`config.mk`:
```
export PLATFORM = sky130hd
export DESIGN_NAME = spike_rate_decoder
export DESIGN_NICKNAME = d
export VERILOG_FILES = /design/src/rtl/spike_rate_decoder.sv
export SDC_FILE = /design/constraint.sdc
export NUM_CORES = 1
export LEC_CHECK = 0
export BUFFER_PORTS_ARGS = -buffer_cell sky130_fd_sc_hd__buf_4
export CAP_MARGIN = 20
export CORE_MARGIN = 2
export CORE_UTILIZATION = 55
export CTS_BUF_LIST = sky130_fd_sc_hd__clkbuf_8
export CTS_CLUSTER_DIAMETER = 60
export DETAILED_ROUTE_END_ITERATION = 12
export GPL_ROUTABILITY_DRIVEN = 0
export GPL_TIMING_DRIVEN = 0
export PLACE_DENSITY = 0.77
export RECOVER_POWER = 100
export REMOVE_ABC_BUFFERS = 1
export SLEW_MARGIN = 10
export SYNTH_ARGS = -nofsm -noshare
export SYNTH_HDL_FRONTEND = slang
export SYNTH_SLANG_ARGS = --single-unit
```
`constraint.sdc`:
```
create_clock -name clk -period 11.7 [get_ports clk]
set_input_delay 2.34 -clock clk [delete_from_list [all_inputs] [get_ports clk]]
set_output_delay 2.34 -clock clk [all_outputs]
set_load 0.01 [all_outputs]
```
`src/rtl/spike_rate_decoder.sv`:
```
// Rate-coded readout for the RSNN output bus: counts spikes per output neuron over a
// window of enabled cycles, then reports the winning neuron, per-neuron counts and tie/silence flags.
module spike_rate_decoder #(
    parameter int NUM_OUT   = 3,
    parameter int CNT_WIDTH = 8,
    parameter int WIN_WIDTH = 8
) (
    input  logic                          clk,
    input  logic                          reset,
    input  logic                          enable,
    input  logic                          start,
    input  logic [WIN_WIDTH-1:0]          window_len,
    input  logic [NUM_OUT-1:0]            output_spikes,
    output logic                          busy,
    output logic                          result_valid,
    output logic [1:0]                    winner,
    output logic                          tie,
    output logic                          no_spikes,
    output logic [NUM_OUT*CNT_WIDTH-1:0]  spike_counts
);

    typedef enum logic [1:0] {IDLE, COUNT, DECIDE, REPORT} state_t;

    localparam logic [CNT_WIDTH-1:0] CNT_MAX = '1;
    localparam logic [CNT_WIDTH-1:0] CNT_ONE = CNT_WIDTH'(1);
    localparam logic [WIN_WIDTH-1:0] WIN_ONE = WIN_WIDTH'(1);

    state_t               state;
    logic [WIN_WIDTH-1:0] win_len;
    logic [WIN_WIDTH-1:0] win_cnt;
    logic [CNT_WIDTH-1:0] counts [NUM_OUT];

    logic [CNT_WIDTH-1:0] max_cnt;
    logic [1:0]           max_idx;
    logic [2:0]           max_hits;

    // Strict '>' keeps the lowest index when several neurons share the maximum.
    always_comb begin
        max_cnt  = counts[0];
        max_idx  = 2'd0;
        max_hits = 3'd0;
        for (int i = 1; i < NUM_OUT; i++) begin
            if (counts[i] > max_cnt) begin
                max_cnt = counts[i];
                max_idx = 2'(i);
            end
        end
        for (int i = 0; i < NUM_OUT; i++) begin
            if (counts[i] == max_cnt) max_hits = max_hits + 3'd1;
        end
    end

    // Counters are only written inside a window, so the live view freezes after DECIDE.
    for (genvar g = 0; g < NUM_OUT; g++) begin : g_pack
        assign spike_counts[g*CNT_WIDTH +: CNT_WIDTH] = counts[g];
    end

    always_ff @(posedge clk) begin
        if (reset) begin
            state        <= IDLE;
            win_len      <= '0;
            win_cnt      <= '0;
            busy         <= 1'b0;
            result_valid <= 1'b0;
            winner       <= 2'd0;
            tie          <= 1'b0;
            no_spikes    <= 1'b0;
            // NOTE: the counter array is reset explicitly; it is architectural state read by the host, not RAM.
            for (int i = 0; i < NUM_OUT; i++) counts[i] <= '0;
        end else begin
            result_valid <= 1'b0;
            case (state)
                IDLE: begin
                    if (start) begin
                        win_len <= window_len;
                        win_cnt <= '0;
                        busy    <= 1'b1;
                        for (int i = 0; i < NUM_OUT; i++) counts[i] <= '0;
                        state   <= (window_len == '0) ? DECIDE : COUNT;
                    end
                end
                COUNT: begin
                    if (enable) begin
                        for (int i = 0; i < NUM_OUT; i++) begin
                            if (output_spikes[i] && counts[i] != CNT_MAX) counts[i] <= counts[i] + CNT_ONE;
                        end
                        win_cnt <= win_cnt + WIN_ONE;
                        if (win_cnt + WIN_ONE == win_len) state <= DECIDE;
                    end
                end
                DECIDE: begin
                    winner       <= max_idx;
                    no_spikes    <= (max_cnt == '0);
                    tie          <= (max_cnt != '0) && (max_hits > 3'd1);
                    result_valid <= 1'b1;
                    busy         <= 1'b0;
                    state        <= REPORT;
                end
                REPORT:  state <= IDLE;
                default: state <= IDLE;
            endcase
        end
    end

endmodule
```
==> impl_metrics.ini <==
[placement]
post-place-ws_ns = 6.536
hpwl_mm = 5.902
port_buffers = 44

[clock_tree]
clkLatencyLatePin_ns = 0.30
htreeDepth = 2
cts_tree = yes
cts_root_buf = clkbuf_8
ctsHoldBuffers = 0
cts_buffers = 5
path_clk_slew_ns = 0.09
cts_buffer_depth = 2
cts.sinks = 48
post_cts_buffers = 0
cts_resized = 0

[timing]
fin_crit_sh = 0.5355
relSlewSlack = 0.01434
rsz0062_at_grt = false
finalSetupViolCount = 0
max_slew.worst_pin.slew_ns = 1.478
fmax_mhz = 159.6
hold_viol = 0
fin_skew_ns = 0.007246
tns_ns = 0
setup_ws_ns = 5.434
holdWs_ns = 0.4696
slew_viol_final = 0
period_minus_slack_ns = 6.266

[synth]
synth-edff-count = 24
ys_top_cells_by_area = edfxtp_1 (21%), dfxtp_1 (14%), xnor2_1 (10%), ha_1 (9.1%), nor2_1 (5.6%)
synth_top_cell_by_area = edfxtp_1
synthFlopType = edfxtp_1
synth_area_per_cell_um2 = 8.739
yosys_warnings = 0
post-synth-top-count-cell = nor2_1
synth_seq_cells = 48
yosysSeqAreaShare = 0.3488
ys_top_cells_by_count = nor2_1 (51), xnor2_1 (41), nand2_1 (30), a21oi_1 (25), ha_1 (25)
synth.distinct_cells = 50
synth_top_area_frac = 0.2093
syn-instance-count = 394
netlist_area_mm2 = 0.003443
async_reset_ff_frac = 0

[drt]
routed_via_density = 5.795
wl_per_cell_um = 15.66
antenna_left = 0
drt-initial-drc-count = 196
via_count = 2909
detail_route.wirelength_mm = 7.860
drtPass1Iterations = 4
drc = 0

[global_route]
grt_pass1_vias = 2883
grt-ovfl-total = 0
grtUsageTotal = 0.2362
antenna_found_initial = 0
grt_pass1_wl_mm = 13.59
grt_max_degree = 28

[pwr]
leakage_nw = 1.442
p_per_area_mw_per_mm2 = 277.2
total_power_mw = 1.037
peakVddDrop_mv = 0.1958

[critical_path]
crit_path_start_kind = flip-flop
crit_chain = inv_1 -> ha_1 -> nor2b_1 -> o211ai_1 -> a21oi_2 -> o22ai_1 -> mux2i_1 -> ha_1 -> a21o_1 -> a21oi_1 -> nor2b_1 -> o22ai_1 -> o31a_1 -> mux2_2 -> xnor2_1 -> nand4_1 -> or3_1 -> ha_1 -> a21oi_1 -> a41o_1 -> nor2_1 -> o32ai_1
end_kind = flip-flop
crit_path_frequent_cell = ha_1
path_delay_family = compound AO/OA/AOI/OAI gates
slowest_delay_ns = 1.10
crit_arrival_ns = 6.47
cp.depth = 22
crit_start = counts[0][1]
r2r_slack_ns = 5.43
cpMaxStageDelayCell = o22ai_1
crit_end = tie
cp.buffers_inverters = 1
required_ns = 11.91
reg2regPathDepth = 22
cp_max_fo = 14
path_class = flip-flop to flip-flop
r2r_end = tie
r2r_start = counts[0][1]

[floorplanning]
start_util = 0.5748
die_width_um = 83.13
rows = 28
fp.dieH_um = 83.13
die_area_mm2 = 0.006910
io_pins = 45
core_mm2 = 0.005991

[outcome]
status = completed

[finish]
final.fill_count = 542
antenna_cells = 0
final-seq-area_mm2 = 0.001201
multi_input_area_mm2 = 0.002056
area_growth_pct = 8.685
nets = 466
drive_gt1_frac = 0.07026

[min_path]
worstHoldPathType = flip-flop to flip-flop

[run]
drv_cap = 0
==> cells by family after synthesis <==
logic type,after synthesis,share of synthesized area
AO/OA/AOI/OAI,61,0.1203
XOR/XNOR,52,0.1323
adder cells (fa/ha/maj),25,0.09084
buffers and inverters,42,0.04833
flip-flops,48,0.3488
multiplexers,17,0.05305
AND/OR/NAND/NOR,149,0.2064
==> metal layers <==
layer / global-route usage / vias to the layer above / wire (um)
li1: - / 1440 / -
met1: 0.3293 / 1379 / 3727
met2: 0.3849 / 81 / 3617
met3: 0.03380 / 9 / 433
met4: 0.06408 / 0 / 82
met5: 0 / - / 0
==> through the flow <==
step	instance area, um^2	util	instances
final	3742	0.6247	502
after detailed placement	3787	0.6322	494
after global routing	3742	0.6247	502
after global placement	3787	0.6322	494
after CTS	3882	0.6481	502
after floorplan	3363	-	375
==> area by class of cell <==
class,instances,share of cell area
clock buffer,6,0.02207
clock inverter,2,0.003343
inverter,23,0.02307
multi-input combinational,304,0.5493
sequential,48,0.3210
tap,75,0.02508
timing repair buffer,44,0.05617
==> worst register-to-register path: stages, from the launching register on <==
cell and delay, ns:
edfxtp_1 0.61, inv_1 0.09, ha_1 0.32, nor2b_1 0.14, o211ai_1 0.21, a21oi_2 0.08
o22ai_1 1.10, mux2i_1 0.50, ha_1 0.33, a21o_1 0.16, a21oi_1 0.15, nor2b_1 0.06
o22ai_1 0.12, o31a_1 0.55, mux2_2 0.44, xnor2_1 0.18, nand4_1 0.14, or3_1 0.34
ha_1 0.22, a21oi_1 0.11, a41o_1 0.18, nor2_1 0.04, o32ai_1 0.11
==> report_power, final <==
| part | internal, mW | switching, mW | total, mW |
|---|---|---|---|
| registers | 0.230 | 0.0881 | 0.318 |
| clock network | 0.0477 | 0.0559 | 0.104 |
| logic | 0.269 | 0.347 | 0.616 |
==> flip-flops by register name (all words and copies together) (netlist names) <==
| signal | flops |
|---|---|
| no_spikes | 1 |
| win_cnt | 8 |
| busy | 1 |
| tie | 1 |
| counts | 24 |
| win_len | 8 |
| state | 2 |
| result_valid | 1 |
| winner | 2 |
==> how the worst min path moves through the flow <==
stage	start	to	slack [ns]	depth (start not counted)
floorplan	win_len[3]	win_len[3]	0.44	2
global placement	win_len[5]	win_len[5]	0.46	2
detailed placement	win_len[7]	win_len[7]	0.47	2
CTS	win_len[7]	win_len[7]	0.48	2
global route	winner[0]	winner[0]	0.49	2
finish	winner[0]	winner[0]	0.47	2
==> cell usage in the layout, fill, tap and decap left out, drive strengths merged, types with 3 or more instances in the layout <==
cell type / count
a22oi: 6
nor3: 11
clkbuf: 39
dfxtp: 24
and3: 11
mux2: 7
mux2i: 10
edfxtp: 24
buf: 11
a221oi: 3
xnor2: 41
nand3: 17
nor2: 51
nor4: 3
xor2: 11
inv: 24
o21ai: 10
ha: 25
nand4: 7
nand2: 30
a21oi: 26
o22ai: 3
nand2b: 3
nor2b: 7
Note: power is estimated with default switching activity, not from simulation.
